--- config.mk ---
export PLATFORM = sky130hd
export DESIGN_NAME = hazard_controller
export DESIGN_NICKNAME = d
export VERILOG_FILES = /design/src/rtl/hazard_controller.sv
export SDC_FILE = /design/constraint.sdc
export NUM_CORES = 1
export LEC_CHECK = 0
export CORE_UTILIZATION = 35
export CTS_CLUSTER_DIAMETER = 50
export CTS_CLUSTER_SIZE = 20
export DETAILED_ROUTE_END_ITERATION = 16
export PLACE_DENSITY = 0.62
export SLEW_MARGIN = 0
export SYNTH_ARGS = -nofsm -noshare
export SYNTH_HDL_FRONTEND = slang
export SYNTH_SLANG_ARGS = --single-unit
--- constraint.sdc ---
create_clock -name Clk -period 2.6 [get_ports Clk]
set_input_delay 0.52 -clock Clk [delete_from_list [all_inputs] [get_ports Clk]]
set_output_delay 0.52 -clock Clk [all_outputs]
set_load 0.03 [all_outputs]
--- src/rtl/hazard_controller.sv ---
// Pipeline hazard and stall sequencer for the 5-stage core.
// Produces pipe-register enables, holds and bubbles beside ID/EX.
module hazard_controller #(
  parameter int MULDIV_LATENCY = 4,
  parameter int CNT_W          = 3
) (
  input  logic        Clk,
  input  logic        ResetN,
  input  logic        IDValid,
  input  logic [4:0]  IDRs,
  input  logic [4:0]  IDRt,
  input  logic        IDUsesRt,
  input  logic        IDMulDiv,
  input  logic        EXMemRead,
  input  logic [4:0]  EXRd,
  input  logic        BranchTaken,
  output logic        PCWrite,
  output logic        IFIDWrite,
  output logic        IFIDFlush,
  output logic        IDEXBubble,
  output logic        IDEXHold,
  output logic        EXMEMBubble,
  output logic        MulDivBusy,
  output logic [15:0] StallCycles
);

  typedef enum logic {
    RUN,
    MULDIV
  } state_t;

  localparam bit MultiCycle = MULDIV_LATENCY > 1;
  localparam logic [CNT_W-1:0] CntLoad = CNT_W'(MULDIV_LATENCY - 1);
  localparam logic [CNT_W-1:0] CntOne  = CNT_W'(1);

  state_t           state;
  logic [CNT_W-1:0] cnt;

  logic rsHit;
  logic rtHit;
  logic loadUse;
  logic issue;

  assign rsHit   = EXRd == IDRs;
  assign rtHit   = IDUsesRt & (EXRd == IDRt);
  assign loadUse = IDValid & EXMemRead & (EXRd != 5'd0)
                 & (rsHit | rtHit);

  // A squashed or stalled ID instruction must not start a mul/div.
  assign issue = MultiCycle & IDValid & IDMulDiv
               & ~BranchTaken & ~loadUse;

  always_comb begin
    PCWrite     = 1'b1;
    IFIDWrite   = 1'b1;
    IFIDFlush   = 1'b0;
    IDEXBubble  = 1'b0;
    IDEXHold    = 1'b0;
    EXMEMBubble = 1'b0;
    MulDivBusy  = 1'b0;
    if (ResetN) begin
      unique case (state)
        RUN: begin
          priority case (1'b1)
            BranchTaken: begin
              IFIDFlush  = 1'b1;
              IDEXBubble = 1'b1;
            end
            loadUse: begin
              PCWrite    = 1'b0;
              IFIDWrite  = 1'b0;
              IDEXBubble = 1'b1;
            end
            default: ;
          endcase
        end
        MULDIV: begin
          PCWrite     = 1'b0;
          IFIDWrite   = 1'b0;
          IDEXHold    = 1'b1;
          EXMEMBubble = 1'b1;
          MulDivBusy  = 1'b1;
        end
      endcase
    end
  end

  always_ff @(posedge Clk) begin
    if (!ResetN) begin
      state       <= RUN;
      cnt         <= '0;
      StallCycles <= '0;
    end else begin
      if (!PCWrite && StallCycles != 16'hFFFF)
        StallCycles <= StallCycles + 16'd1;
      unique case (state)
        RUN: begin
          if (issue) begin
            state <= MULDIV;
            cnt   <= CntLoad;
          end
        end
        MULDIV: begin
          if (cnt == CntOne) begin
            state <= RUN;
            cnt   <= '0;
          end else begin
            cnt <= cnt - CntOne;
          end
        end
      endcase
    end
  end

endmodule

Yosys cells after proc, flatten, opt, wreduce, memory -nomap -nowiden
Cells that the tools add are included.

cells by class
  $add $sub $neg = 2
  equal/unequal tests = 5
  muxes and demuxes = 19
  bitwise operators = 11
  reduce and logical (&&, ||, !) cells = 3

operator list
  operator               number
  $add 16x1->16 const B  1
  $ne 16x16->1 const B   1
  $mux 1                 14
  $eq 5x5->1             2
  $and 1x1->1            7
  $mux 3                 2
  $pmux 3 s2             1
  $reduce_bool 5->1      1
  $pmux 1 s2             2
  $eq 3x1->1 const B     1
  $not 1->1              3
  $sub 3x1->3 const B    1
  $ne 2x2->1 const B     1
  $logic_and 1x1->1      1
  $logic_not 1->1        1
  $or 1x1->1             1

storage, ports and cells
  register bits after elaboration = 20
  input bits = 22
  output and inout port bits = 23
  logic and storage cells = 43

Logic depth before layout (Yosys ltp)
Gate-level depths: netlist (run 1).

  word-level depth = 10
  gate-level depth with buffers = 9
  depth with buffers taken out = 7

Least setup slack after synthesis (run 1)
OpenSTA, ideal clock, no wires.

  path type = input -> output
  start point = in EXRd[0]
  end point = out PCWrite
  arrival = 2.146 ns
  required time = 2.080 ns
  setup slack = -0.066 ns
  stages = 5
  buffers on the path = 1
  cell sequence = or4_1 -> o211ai_2 -> nor2_1 -> a21oi_1 -> buf_4

on the way
  word-level cells in the longest chain between the ends = 8
  elaborated cells between the ends (all ways) = 11
  those cells by class = 2 x eq/ne; 4 x mux; 4 x bitwise; 1 x reduce/logical

RTL lines
  element                  RTL line  RTL
  start: declaration       15        input logic [4:0] EXRd,
  $eq 5x5->1               45        assign rtHit = IDUsesRt & (EXRd == IDRt);
  $and 1x1->1              45
  $or 1x1->1               47        & (rsHit | rtHit);
  $and 1x1->1 (*)          47
  $mux 1 (*) (2 in a row)  n/a
  $pmux 1 s2 (*)           n/a
  $mux 1 (*)               n/a
  end: declaration         17        output logic PCWrite,

Every way passes the cells marked *; elsewhere a longest branch is shown, timed or not.

Worst setup path after layout (run 1)
  start point = in EXRd[0]
  end point = out PCWrite

on the way
  word-level cells in the longest chain between the ends = 8
  elaborated cells between the ends (all ways) = 11
  those cells by class = 2 x eq/ne; 4 x mux; 4 x bitwise; 1 x reduce/logical

RTL lines
  element                  RTL line  RTL
  $eq 5x5->1               45
  $and 1x1->1              45
  $or 1x1->1               47
  $and 1x1->1 (*)          47
  $mux 1 (*) (2 in a row)  64        priority case (1'b1)
  $pmux 1 s2 (*)           62        unique case (state)
  $mux 1 (*)               61        if (ResetN) begin

Marks and branches as above.

==> reports/metrics.yaml, run 1 <==
worstPathArrival_ps: 2000
area_growth_pct: 49.09
fillers: 336
place_inst: 241
multiInputGateArea_sq_um: 755.7
cts.sinks: 20
diodes: 0
clk_latency_ps: 310
setup_viol: 0
die_h_um: 61.49
irDropWorstVdd_v: 0.0003526
first_pass_iters: 5
critical-path-top-delay-family: "simple AND/OR/NAND/NOR gates"
syn-num-nets: 167
synth_edf_count: 0
via_per_inst: 5.098
p_sw_share_pct: 23.48
power_leakage_nw: 0.7223
clock_path_buffers: 2
fin_skew_ps: 10.30
hold_depth: 1
track_usage_pct: 19.26
wl_per_cell_um: 12.98
numCtsBuffers: 3
syn_inst: 142
num_rows: 21
synth.avg_cell_area_sq_um: 8.723
critical_path.reg2reg.startpoint: "StallCycles[0]"
cp_max_fo: 2
seqPwrFrac_pct: 44.9
drt_iter0_drc: 75
routed-via-count: 1254
cts_max_level: 1
synth_area_sq_um: 1239
whs_endpoint: "cnt[1]"
drcViolationCount: 0
cp_cell_sequence: "dlygate4sd2_1, or4_1, o211ai_2, buf_4, nor2_1, a21oi_2, buf_6"
final_core_util_pct: 54.91
status: "finished clean"
path_class: "in2out"
io_pins: 45
fin_cells: 246
cts_tree: "done"
dp_hpwl_um: 2626
drv_cap: 0
first_global_vias: 1292
slew_headroom_pct: 79.71
start_util_pct: 36.83
ys_types: 41
ys_seq_elements: 20
drv_slew: 0
crit_slowest_cell: "or4_1"
ys_warn_count: 0
fmax_mhz: 396.9
port_buffers: 44
final.period_utilization_pct: 96.91
layout.nets: 226
worstSetupEndpointType: "output port"
grt_overflow_total: 0
antenna_found_initial: 0
power_frac_clock_pct: 36.2
critPathMaxStageDelay_ps: 520
grt_setup_unrepaired: "false"
dieArea_sq_um: 3781
grt_max_degree: 13
layout-drive-gt1-share_pct: 19.50
worst_slew_pin_slew_ps: 300.4
crit_required_ps: 2080
reg2reg_slack_ps: 440
final.setup.tns_ps: 0
ant_nets: 0
die_w_um: 61.49
worst_setup_path_start_kind: "input port"
period_needed_ps: 2520
cts_hold_buf: 0
regArea_sq_um: 400.4
gp_congestion: 0.8272
synth_seq_area_share_pct: 32.32
worst-path-buf-inv: 3
root_buffer: "clkbuf_4"
hp-start: "cnt[1]"
hold_class: "reg2reg"
clk_pin_slew_worst_paths_ps: 120
p_sw_w: 0.0001660
combinationalPowerShare_pct: 18.9
synth_ff_type: "dfxtp_1"
grt_pass1_wl_um: 5485
p_int_w: 0.0005412
hold_violations: 0
async_reset_ff_share_pct: 0
coreArea_sq_um: 3363
worst_r2r_path_depth: 7
regToRegEndpoint: "StallCycles[14]"
powerDensity_nw_per_um2: 383.0
wirelength_um: 3193
==> power groups by stage <==
stage	registers [W]	logic, W	clock network, W
finish	0.000317	0.000134	0.000256
global route	0.000318	0.000145	0.000278
CTS	0.000317	0.000135	0.000261
detailed placement	0.000324	0.000134	0
global placement	0.000324	0.000131	0
floorplan	0.000323	0.0000665	0
==> worst max path at each step <==
stage / from / end / cells past startpoint
detailed placement: EXRd[0] / IDEXBubble / 7
CTS: EXRd[3] / PCWrite / 7
global route: EXRd[3] / PCWrite / 7
global placement: EXRd[0] / IDEXBubble / 7
floorplan: EXRd[0] / PCWrite / 5
finish: EXRd[0] / PCWrite / 7
==> cell usage after synthesis, drive strengths merged, types with 4 or more instances <==
library cell,count,area (sq um)
inv,5,18.77
buf,7,63.81
a21oi,8,40.04
and3,4,25.02
xnor2,10,87.58
dfxtp,20,400.4
nand3,9,45.04
nand2,13,48.80
o211ai,5,42.54
o21ai,6,30.03
o31ai,5,37.54
nor2,8,30.03
==> cells in the final DEF, fill, tap and decap left out, types with 2 or more instances in the layout <==
master | synthesis | final
clkdlybuf4s50_1 | 0 | 33
buf_4 | 3 | 22
dfxtp_1 | 20 | 20
nand2_1 | 13 | 13
xnor2_1 | 10 | 10
nand3_1 | 9 | 9
nor2_1 | 8 | 8
o21ai_0 | 6 | 6
a21oi_1 | 8 | 6
inv_1 | 5 | 5
o31ai_1 | 5 | 5
o211ai_1 | 4 | 4
and3_1 | 4 | 4
dlygate4sd2_1 | 0 | 4
nand4_1 | 3 | 3
or4_1 | 3 | 3
mux2i_1 | 3 | 3
nor2b_1 | 3 | 3
o211a_1 | 3 | 3
or3_1 | 3 | 3
ha_1 | 3 | 3
clkbuf_4 | 0 | 3
a21oi_2 | 0 | 2
nor3b_1 | 2 | 2
o311ai_0 | 2 | 2
o41ai_1 | 2 | 2
buf_6 | 1 | 2
==> repair_timing <==
action	4_1_cts	5_1_grt
resized for setup	13	0
buffers inserted	1	0
endpoints found under the setup margin	3	0
==> metal layers <==
layer,routed length (um),global-route usage (%)
met1,1438,22.97
met2,1594,33.79
met3,125,5.672
met4,34,4.762
met5,0,0
==> logic make-up after synthesis <==
logic type	count (synthesis)	synth area share (%)
adder cells (fa/ha/maj)	3	3.031
flip-flops	20	32.32
buffers and inverters	14	7.272
AO/OA/AOI/OAI	37	23.74
multiplexers	3	2.424
XOR/XNOR	11	8.384
AND/OR/NAND/NOR	54	22.83
==> worst reg2reg max path, stage by stage (launching register included) <==
cell     delay, ps
dfxtp_1        430
ha_1           250
nand2_1         90
or2_1          270
nor4_1         310
a22oi_2        150
or4_1          420
o211a_1        140
==> per-stage QoR <==
stage	area [sq um]	total power, W	hold WS [ps]	worst slack (ps)
after floorplan	1242	0.0003898	471.8	154.1
after global placement	1785	0.0004550	483.4	-446.5
after detailed placement	1785	0.0004587	500.4	-512.6
after CTS	1847	0.0007129	522.9	69.27
after global routing	1847	0.0007414	563.5	12.41
final	1847	0.0007073	526.8	80.33
==> flip-flops by register name (all words and copies together), names as in the netlist <==
register,cells
StallCycles,16
cnt,3
state,1
==> area by class of cell <==
cell class                 instances  share of cell area [%]
clock buffer                       3                   1.220
tap                               46                   3.117
sequential                        20                   21.68
clock inverter                     1                   1.626
multi-input combinational        108                   40.92
inverter                           6                   1.220
timing repair buffer              62                   30.22
No activity file was read; power rests on OpenSTA's default activity.
==> run 2: changes to the inputs <==
Settings changed: ABC_AREA set to 1, PLACE_DENSITY 0.62 to 0.6.
==> reports/metrics.yaml, run 2 <==
drv_cap: 0  # unchanged
clock_path_buffers: 2  # unchanged
fin_skew_ps: 11.08  # was 10.30 ps
port_buffers: 44  # unchanged
place_inst: 317  # was 241
powerDensity_nw_per_um2: 345.3  # was 383.0 nW/um^2
numCtsBuffers: 3  # unchanged
worst_r2r_path_depth: 9  # was 7
coreArea_sq_um: 4000  # was 3363 sq um
met2_length_um: 1388  # was 1594 um
dieArea_sq_um: 4434  # was 3781 sq um
worst_setup_path_start_kind: "input port"  # unchanged
grt_pass1_wl_um: 5644  # was 5485 um
critical_path.reg2reg.startpoint: "StallCycles[1]"  # was StallCycles[0]
layout_commonest_cell: "nand2_1"  # was clkdlybuf4s50_1
largest_reg_flops: 16  # unchanged
crit_cells: 10  # was 7
regToRegEndpoint: "StallCycles[7]"  # was StallCycles[14]
reg2reg_slack_ps: 560  # was 440 ps
gp_congestion: 0.8195  # was 0.8272
grt_overflow_total: 0  # unchanged
root_buffer: "clkbuf_8"  # was clkbuf_4
cp_max_fo: 4  # was 2
crit_required_ps: 2080  # about the same
dp_hpwl_um: 2503  # was 2626 um
cts_max_level: 1  # unchanged
synth_ff_type: "dfxtp_1"  # unchanged
drv_slew: 0  # unchanged
drcViolationCount: 0  # unchanged
ctsResizeCount: 2  # was 13
setup.worst_path.end: "IDEXBubble"  # was PCWrite
cts_hold_buf: 0  # unchanged
setup_viol: 0  # unchanged
worstPathArrival_ps: 1910  # was 2000 ps
hold_violations: 0  # unchanged
layout.nets: 297  # was 226
io_pins: 45  # unchanged
hold_class: "reg2reg"  # unchanged
syn_inst: 227  # was 142
clk_latency_ps: 270  # was 310 ps
crit_slowest_cell: "clkdlybuf4s50_1"  # was or4_1
routed-via-count: 1463  # was 1,254
die_h_um: 66.59  # was 61.49 um
ys_warn_count: 0  # unchanged
track_usage_pct: 16.35  # was 19.26%
met3WireLength_um: 158  # was 125 um
path_class: "in2out"  # unchanged
fin_cells: 321  # was 246
cts_tree: "done"  # unchanged
stdcell_area_sq_um: 1971  # was 1847 sq um
postCtsSetupBuffers: 0  # was 1
drt_iter0_drc: 92  # was 75
biggestRegsByFlops: "StallCycles (16), cnt (3), state (1)"  # unchanged
maxUsedRoutingLayer: "met4"  # unchanged
worst-path-buf-inv: 3  # unchanged
synth_seq_area_share_pct: 27.42  # was 32.32%
num_rows: 23  # was 21
status: "finished clean"  # unchanged
synth_top_cell_area_share_pct: 27.42  # was 32.32%
slew_headroom_pct: 70.05  # was 79.71%
ys_types: 25  # was 41
worstSetupEndpointType: "output port"  # unchanged
layout_common_cells: "nand2_1, clkdlybuf4s50_1, inv_1, nand3_1, nor2_1"  # was clkdlybuf4s50_1, buf_4, dfxtp_1, nand2_1, xnor2_1
final.period_utilization_pct: 93.41  # was 96.91%
irDropWorstVdd_v: 0.0001851  # was 0.0003526 V
crit_start: "EXRd[1]"  # was EXRd[0]
fmax_mhz: 411.7  # was 396.9 MHz
yosys-top-cells-count: "nand2_1, inv_1, nand3_1"  # was dfxtp_1, nand2_1, xnor2_1
grt_setup_unrepaired: "false"  # unchanged
critPathMaxStageDelay_ps: 540  # was 520 ps
via_per_inst: 4.558  # was 5.098
ant_nets: 0  # unchanged
async_reset_ff_share_pct: 0  # unchanged
synth_edf_count: 0  # unchanged
ys_seq_elements: 20  # unchanged
first_global_vias: 1321  # was 1,292
area_growth_pct: 34.96  # was 49.09%
synthTopCellsByArea: "dfxtp_1, nand2_1, nand3_1, inv_1, a21oi_2"  # was dfxtp_1, xnor2_1, nand2_1, nand3_1, a21oi_1
layout-drive-gt1-share_pct: 11.81  # was 19.50%
dpl-instance-area_sq_um: 1926  # was 1785 sq um
antenna_found_initial: 0  # unchanged
synth_area_sq_um: 1460  # was 1239 sq um
wirelength_um: 3235  # was 3193 um
synth.avg_cell_area_sq_um: 6.432  # was 8.723 sq um
die_w_um: 66.59  # was 61.49 um
power_leakage_nw: 0.8231  # was 0.7223 nW
start_util_pct: 36.50  # was 36.83%
clk_pin_slew_worst_paths_ps: 80  # was 120 ps
worst_slew_pin_slew_ps: 447.6  # was 300.4 ps
synth.largest_area_cell: "dfxtp_1"  # unchanged
crit_top_cell: "nand2_1"
diodes: 0  # unchanged
syn-num-nets: 252  # was 167
first_pass_iters: 5  # unchanged
wl_met1_um: 1661  # was 1438 um
wl_per_cell_um: 10.08  # was 12.98 um
synth_most_common_cell: "nand2_1"  # was dfxtp_1
period_needed_ps: 2429  # was 2520 ps
grt_max_degree: 19  # was 13
max_flop_register: "StallCycles"  # unchanged
cts.sinks: 20  # unchanged
cp_cell_sequence: "clkdlybuf4s50_1, inv_2, nand2_1, nand2_1, nor2_1, nand3_1, nand2_1, nand2_1, a21oi_1, buf_4"  # was dlygate4sd2_1, or4_1, o211ai_2, buf_4, nor2_1, a21oi_2, buf_6
critical-path-top-delay-family: "buffers and inverters"  # was simple AND/OR/NAND/NOR gates
-- run 2: cell count changes after synthesis, sizes merged, moves of 4 or more --
| cell | change |
|---|---|
| nand2 | +55 |
| o211ai | -4 |
| o31ai | -5 |
| inv | +28 |
| nor2 | +14 |
| xnor2 | -5 |
| nand3 | +24 |
| and3 | -4 |
| xor2 | +7 |
| o21ai | -6 |
| a21oi | +11 |
-- run 2: power by group --
group	internal (W)	switching (W)
Clock	0.000135	0.000107
Sequential	0.000312	0.00000323
Combinational	0.0000586	0.0000650
-- run 2: area by class of cell --
| type | instances | area, sq um |
|---|---|---|
| multi-input combinational | 166 | 884.6 |
| sequential | 20 | 400.4 |
| timing repair buffer | 47 | 440.4 |
| inverter | 34 | 127.6 |
| fill | 407 | 2029 |
| tap | 50 | 62.56 |
| clock buffer | 4 | 55.05 |
-- run 2: how the worst min path moves through the flow --
| stage | from | endpoint | slack (ps) | cells past startpoint |
|---|---|---|---|---|
| 4_1_cts | cnt[2] | cnt[2] | 510 | 2 |
| 5_1_grt | StallCycles[5] | StallCycles[5] | 530 | 2 |
| 3_3_place_gp | StallCycles[0] | StallCycles[0] | 500 | 2 |
| 6_report | StallCycles[0] | StallCycles[0] | 510 | 2 |
| 2_1_floorplan | cnt[2] | cnt[2] | 480 | 2 |
| 3_5_place_dp | StallCycles[1] | StallCycles[1] | 500 | 2 |
-- run 2: kinds of logic (layout without fill, tap and decap cells) --
group | Yosys count | in the layout | share of synthesized area [%]
xor+xnor | 13 | 13 | 7.798
compound gates | 21 | 21 | 10.20
buf+inv | 41 | 85 | 12.00
flops | 20 | 20 | 27.42
simple gates | 129 | 129 | 40.02
fa+ha+maj | 3 | 3 | 2.571
-- run 2: layer usage --
metal	track usage (%)	vias to the layer above
li1	-	800
met1	20.76	619
met2	27.90	40
met3	3.253	4
met4	3.989	0
met5	0	-
-- run 2: metrics by stage --
step / worst slack (ps) / power (W) / util (%) / setup TNS (ps) / hold slack [ps]
2_1_floorplan: 326.9 / 0.0003911 / - / 0 / 481.1
3_3_place_gp: -238.0 / 0.0004478 / 48.14 / -475.4 / 500.7
3_5_place_dp: -236.4 / 0.0004479 / 48.14 / -470.9 / 502.7
4_1_cts: -1.602 / 0.0006927 / 49.45 / -2.004 / 514.9
5_1_grt: 33.40 / 0.0007226 / 49.26 / 0 / 529.5
6_report: 171.3 / 0.0006806 / 49.26 / 0 / 511.5
-- run 2: tightest hold or removal path: cells and delay by family, from the launching register on --
family	cells	cell delay, ps
flip-flops	1	340
AND/OR/NAND/NOR	1	80
AO/OA/AOI/OAI	1	50
